File: config.mk
export PLATFORM = sky130hd
export DESIGN_NAME = pc_branch_sequencer_flat
export DESIGN_NICKNAME = d
export VERILOG_FILES = /design/src/rtl/pc_branch_sequencer_if.sv /design/src/rtl/pc_branch_sequencer.sv /design/src/flat_wrapper.sv
export SDC_FILE = /design/constraint.sdc
export NUM_CORES = 1
export LEC_CHECK = 0
export ABC_CLOCK_PERIOD_IN_PS = 3800
export BUFFER_PORTS_ARGS = -buffer_cell sky130_fd_sc_hd__clkbuf_2
export CORE_MARGIN = 2
export CORE_UTILIZATION = 50
export CTS_CLUSTER_DIAMETER = 30
export DETAILED_ROUTE_END_ITERATION = 10
export HOLD_SLACK_MARGIN = 0.1
export PLACE_DENSITY_LB_ADDON = 0.25
export SLEW_MARGIN = 10
export SYNTH_ARGS = -nofsm -noshare
export SYNTH_HDL_FRONTEND = slang
export SYNTH_SLANG_ARGS = --single-unit
File: constraint.sdc
create_clock -name clk -period 3.8 [get_ports clk]
set_input_delay 0 -clock clk [delete_from_list [all_inputs] [get_ports clk]]
set_output_delay 0 -clock clk [all_outputs]
set_load 0.01 [all_outputs]
File: src/rtl/pc_branch_sequencer_if.sv
// Fetch-side bundle between the EX-stage branch logic, the PC sequencer and
// instruction memory. The master drives EX/IMEM inputs; the sequencer is the slave.
interface pc_branch_sequencer_if #(
    parameter int WIDTH = 32
);
    logic [1:0]       bs;
    logic             ps;
    logic             z;
    logic             br_valid;
    logic [WIDTH-1:0] bra;
    logic [WIDTH-1:0] raa;
    logic             stall;
    logic             imem_ready;
    logic [WIDTH-1:0] pc;
    logic             pc_valid;
    logic             flush;
    logic             redirect;

    modport master (
        output bs, ps, z, br_valid, bra, raa, stall, imem_ready,
        input  pc, pc_valid, flush, redirect
    );

    modport slave (
        input  bs, ps, z, br_valid, bra, raa, stall, imem_ready,
        output pc, pc_valid, flush, redirect
    );
endinterface

File: src/rtl/pc_branch_sequencer.sv
// Program counter owner and next-PC branch sequencer with stall hold and flush.
// Optional taken-branch performance counter enabled by defining PC_SEQ_PERF_EN.
module pc_branch_sequencer #(
    parameter int               WIDTH       = 32,
    parameter logic [WIDTH-1:0] RESET_PC    = '0,
    parameter int               FLUSH_DEPTH = 2
) (
    input  logic                  clk,
    input  logic                  rst_n,
    pc_branch_sequencer_if.slave  io_bus
`ifdef PC_SEQ_PERF_EN
    ,
    input  logic                  cnt_clr,
    output logic [15:0]           taken_cnt
`endif
);

    typedef enum logic [1:0] {
        S_IDLE,
        S_FETCH,
        S_FLUSH
    } state_e;

    localparam logic [2:0] FLUSH_LOAD = 3'(FLUSH_DEPTH - 1);

    state_e           r_state;
    logic [WIDTH-1:0] r_pc;
    logic             r_pc_valid;
    logic             r_flush;
    logic             r_redirect;
    logic [2:0]       r_flush_cnt;

    logic             w_cond;
    logic             w_taken;
    logic [WIDTH-1:0] w_target;

    always_comb begin
        w_cond   = 1'b0;
        w_target = io_bus.bra;
        case (io_bus.bs)
            2'b00: w_cond = 1'b0;
            2'b01: w_cond = io_bus.z ^ io_bus.ps;
            2'b10: begin
                w_cond   = 1'b1;
                w_target = io_bus.raa;
            end
            default: w_cond = 1'b1;
        endcase
    end

    // Only FETCH accepts branches; in FLUSH the EX contents belong to squashed work.
    assign w_taken = (r_state == S_FETCH) && io_bus.br_valid && !io_bus.stall
                     && !r_flush && w_cond;

    // NOTE: state registers use non-blocking assignments so every flop samples pre-edge values.
    always_ff @(posedge clk or negedge rst_n) begin
        if (!rst_n) begin
            r_state     <= S_IDLE;
            r_pc        <= RESET_PC;
            r_pc_valid  <= 1'b0;
            r_flush     <= 1'b0;
            r_redirect  <= 1'b0;
            r_flush_cnt <= 3'd0;
        end else if (r_state == S_IDLE) begin
            r_state    <= S_FETCH;
            r_pc_valid <= 1'b1;
        end else if (io_bus.stall) begin
            r_flush    <= 1'b0;
            r_redirect <= 1'b0;
        end else if (w_taken) begin
            r_pc        <= w_target;
            r_redirect  <= 1'b1;
            r_flush     <= 1'b1;
            r_flush_cnt <= FLUSH_LOAD;
            r_state     <= S_FLUSH;
        end else begin
            r_redirect <= 1'b0;
            if (io_bus.imem_ready) begin
                r_pc <= r_pc + WIDTH'(1);
            end
            if (r_state == S_FLUSH) begin
                // Counter holds across stalls, so flush covers FLUSH_DEPTH unstalled cycles.
                if (r_flush_cnt == 3'd0) begin
                    r_state <= S_FETCH;
                    r_flush <= 1'b0;
                end else begin
                    r_flush_cnt <= r_flush_cnt - 3'd1;
                    r_flush     <= 1'b1;
                end
            end else begin
                r_flush <= 1'b0;
            end
        end
    end

    assign io_bus.pc       = r_pc;
    assign io_bus.pc_valid = r_pc_valid;
    assign io_bus.flush    = r_flush;
    assign io_bus.redirect = r_redirect;

`ifdef PC_SEQ_PERF_EN
    logic [15:0] r_taken_cnt;

    always_ff @(posedge clk or negedge rst_n) begin
        if (!rst_n) begin
            r_taken_cnt <= 16'd0;
        end else if (cnt_clr) begin
            r_taken_cnt <= 16'd0;
        end else if (w_taken && (r_taken_cnt != 16'hFFFF)) begin
            r_taken_cnt <= r_taken_cnt + 16'd1;
        end
    end

    assign taken_cnt = r_taken_cnt;
`endif

endmodule

File: src/flat_wrapper.sv
// flat-port wrapper written by rule: the top's interface ports become plain ports
module pc_branch_sequencer_flat 
#(
    parameter int               WIDTH       = 32,
    parameter logic [WIDTH-1:0] RESET_PC    = '0,
    parameter int               FLUSH_DEPTH = 2
)
  (clk, rst_n, io_bus_bs, io_bus_ps, io_bus_z, io_bus_br_valid, io_bus_bra, io_bus_raa, io_bus_stall, io_bus_imem_ready, io_bus_pc, io_bus_pc_valid, io_bus_flush, io_bus_redirect);
  pc_branch_sequencer_if #(.WIDTH(WIDTH)) io_bus_i ();
  input  logic clk;
  input  logic rst_n;
  input wire logic [$bits(io_bus_i.bs)-1:0] io_bus_bs;
  input wire logic [$bits(io_bus_i.ps)-1:0] io_bus_ps;
  input wire logic [$bits(io_bus_i.z)-1:0] io_bus_z;
  input wire logic [$bits(io_bus_i.br_valid)-1:0] io_bus_br_valid;
  input wire logic [$bits(io_bus_i.bra)-1:0] io_bus_bra;
  input wire logic [$bits(io_bus_i.raa)-1:0] io_bus_raa;
  input wire logic [$bits(io_bus_i.stall)-1:0] io_bus_stall;
  input wire logic [$bits(io_bus_i.imem_ready)-1:0] io_bus_imem_ready;
  output wire logic [$bits(io_bus_i.pc)-1:0] io_bus_pc;
  output wire logic [$bits(io_bus_i.pc_valid)-1:0] io_bus_pc_valid;
  output wire logic [$bits(io_bus_i.flush)-1:0] io_bus_flush;
  output wire logic [$bits(io_bus_i.redirect)-1:0] io_bus_redirect;
  assign io_bus_i.bs = io_bus_bs;
  assign io_bus_i.ps = io_bus_ps;
  assign io_bus_i.z = io_bus_z;
  assign io_bus_i.br_valid = io_bus_br_valid;
  assign io_bus_i.bra = io_bus_bra;
  assign io_bus_i.raa = io_bus_raa;
  assign io_bus_i.stall = io_bus_stall;
  assign io_bus_i.imem_ready = io_bus_imem_ready;
  assign io_bus_pc = io_bus_i.pc;
  assign io_bus_pc_valid = io_bus_i.pc_valid;
  assign io_bus_flush = io_bus_i.flush;
  assign io_bus_redirect = io_bus_i.redirect;
  pc_branch_sequencer #(.WIDTH(WIDTH), .RESET_PC(RESET_PC), .FLUSH_DEPTH(FLUSH_DEPTH)) u_core (.clk(clk), .rst_n(rst_n), .io_bus(io_bus_i));
endmodule
==> impl_metrics.json <==
{
  "grt-ovfl-total": 0,
  "clkTransAtPathRegs_ps": 80,
  "htree_levels": 2,
  "syn_inst": 325,
  "grt_max_degree": 44,
  "cap_violations": 0,
  "grt_pass1_vias": 3046,
  "power_density_mw_per_mm2": 565,
  "critical_path_arrival_ps": 2650,
  "synth_top_cells_by_count": "dfrtp_1, nand2_1, mux2i_1, a21oi_1, nand3_1",
  "p_comb_share_pct": 44.1,
  "slew-limit-headroom_pct": 26.6,
  "max_freq_mhz": 411,
  "syn_to_final_growth_pct": 27.0,
  "yosysTopAreaCell": "dfrtp_1",
  "clock-sinks": 40,
  "ctsLongestPathBuffers": 2,
  "fin_cells": 506,
  "crit_chain": "nor4b_2 -> nand2_1 -> nor2_4 -> o21ai_0 -> a2bb2oi_1",
  "viasPerCell": 6.23,
  "drc": 0,
  "grt_pass1_wl_mm": 14.0,
  "synth_top_area_share_pct": 34.1,
  "core_area_mm2": 0.00557,
  "ys_top_cells_by_area": "dfrtp_1, mux2i_1, a21oi_1",
  "antenna_found_initial": 0,
  "drt_iter0_markers": 301,
  "fin_skew_ps": 7.96,
  "drive_gt1_share_pct": 33.9,
  "worstMarginPinSlew_ps": 1100,
  "cts_resized": 0,
  "grt_usage_pct": 27.1,
  "reg2reg_to": "u_core.io_bus.pc[4]",
  "worstPathMaxFanout": 43,
  "rsz0062_at_grt": "no",
  "slowest_stage": "nor2_4",
  "synth-main-ff-cell": "dfrtp_1",
  "dp_hpwl_mm": 5.98,
  "setup_tns_ps": 0,
  "fillers": 488,
  "crit_family": "simple AND/OR/NAND/NOR gates",
  "hold_path_class": "in2reg",
  "synth_cell_types": 58,
  "dieArea_mm2": 0.00650,
  "p_clk_share_pct": 16.8,
  "start_util_pct": 52.6,
  "peakVddDrop_mv": 0.364,
  "cellInternalPower_uw": 1160,
  "wl_mm": 8.59,
  "netSwitchingPower_uw": 946,
  "cp_slowest_stage_delay_ps": 840,
  "row_count": 27,
  "cts_buffers": 5,
  "io_buffers": 107,
  "yosysSeqAreaShare_pct": 34.1,
  "finalHoldViolCount": 0,
  "place.gp.congestion": 0.912,
  "synth-warning-count": 0,
  "nets": 509,
  "crit_buf_inv": 0,
  "period_minus_slack_ps": 2430,
  "timing_worst_setup_path_type": "reg2reg",
  "cp_num_cells": 5,
  "p_seq_share_pct": 39.1,
  "syn_nets": 401,
  "setup_viol": 0,
  "dr.pass1.iters": 5,
  "antenna_cells": 0,
  "r2r_start": "u_core.r_state[1]",
  "crit_start": "u_core.r_state[1]",
  "vias": 3154,
  "dieWidth_um": 80.6,
  "crit_end": "u_core.io_bus.pc[4]",
  "crit_required_ps": 4010,
  "worstSetupStartpointType": "register",
  "worst_skew_pair.late_latency_ps": 300,
  "worstSetupEndpointType": "register",
  "place_inst": 485,
  "post_cts_buffers": 0,
  "die_h_um": 80.6,
  "switching_share_pct": 44.9,
  "min_period_over_period_pct": 64.0,
  "wl_per_cell_um": 17.0,
  "ys_seq_elements": 40,
  "syn_area_per_cell_um2": 9.03,
  "status": "finished, final reports clean",
  "p_leak_uw": 0.00157,
  "cts_tree": "built",
  "synth_edf_count": 0,
  "root_buffer": "clkbuf_8",
  "async_flop_share_pct": 100,
  "yosysMostFrequentCell": "dfrtp_1",
  "num_io_pins": 108,
  "ant_nets": 0,
  "reg2reg_depth": 5,
  "slew_viol_final": 0,
  "syn_area_mm2": 0.00293,
  "rrSetupSlack_ps": 1370
}
==> sequential cells by signal, summed over array words and instances (netlist names) <==
signal,flops
u_core.io_bus.pc,32
u_core.r_flush_cnt,3
u_core.io_bus.redirect,1
u_core.io_bus.flush,1
u_core.r_state,2
u_core.io_bus.pc_valid,1
==> through the flow <==
stage	area (um2)	hold WS [ps]	power, uW	utilization, %	worst slack (ps)
floorplan	2930	-296	1390	-	1940
global placement	3490	225	1700	62.6	1480
detailed placement	3490	231	1720	62.6	1410
CTS	3730	135	2090	66.9	1380
global route	3730	151	2240	66.9	1100
finish	3730	140	2110	66.9	1370
==> power by group through the flow <==
stage               Clock (uW)  Combinational, uW  Sequential (uW)
floorplan                    0                570              817
global placement             0                886              814
detailed placement           0                903              820
CTS                        356                924              812
global route               374               1020              845
finish                     354                928              823
==> final cells by class <==
cell class,instances,area [um2],share of cell area (%)
sequential,40,1000,26.9
clock inverter,2,35.0,0.940
timing repair buffer,123,688,18.5
clock buffer,6,72.6,1.95
inverter,7,26.3,0.705
tap,72,90.1,2.42
multi-input combinational,256,1810,48.7
==> cells by family (layout without fill, tap and decap cells) <==
family	after synthesis	in the layout	synth area share, %
compound gates	101	101	23.7
xor+xnor	3	3	0.896
fa+ha+maj	3	3	1.28
buf+inv	29	138	4.31
flops	40	40	34.1
mux	35	35	12.4
simple gates	114	114	23.3
==> per-layer routing <==
| metal | routed length (um) | track usage (%) | up-vias |
|---|---|---|---|
| met5 | 0 | 0 | - |
| met4 | 99 | 8.98 | 0 |
| met3 | 572 | 3.37 | 14 |
| met2 | 4250 | 45.8 | 152 |
| met1 | 3670 | 36.0 | 1503 |
| li1 | - | - | 1485 |
==> timing repair <==
action                                 4_1_cts  5_1_grt
setup endpoints to repair                    0        0
hold buffers                                13        0
endpoints found under the hold margin       48        0
==> worst min-delay path, cell delays in order <==
cell,delay [ps]
clkbuf_2,80
mux2_2,130
o22ai_1,70
a21oi_1,120
==> layout by cell type, fill, tap and decap left out, types with 3 or more instances in the layout <==
cell type,instances
o21ai_0,15
buf_4,3
a311oi_1,11
nand2_1,28
and2_1,5
and4_1,5
nor3_1,3
dfrtp_1,40
o311ai_1,3
nor2b_1,3
o22ai_1,5
a21oi_1,24
nand4_1,9
ha_1,3
mux2i_1,25
o22a_1,3
nor4_1,4
clkbuf_8,5
nand3_1,22
clkbuf_2,107
nor2_1,12
dlygate4sd3_1,13
a2bb2oi_1,3
a211oi_1,8
o31ai_1,9
and3_1,4
inv_1,7
mux2_2,10
==> worst min-delay path by stage <==
stage                        start              endpoint  slack (ps)  cells past startpoint
finish              io_bus_bra[29]  u_core.io_bus.pc[29]         140                      4
floorplan                    rst_n   u_core.io_bus.flush        -300                      0
global route        io_bus_bra[29]  u_core.io_bus.pc[29]         150                      4
global placement             rst_n  u_core.io_bus.pc[16]         230                      1
CTS                 io_bus_bra[29]  u_core.io_bus.pc[29]         140                      4
detailed placement           rst_n  u_core.io_bus.pc[15]         230                      1
No activity file was read; power rests on OpenSTA's default activity.
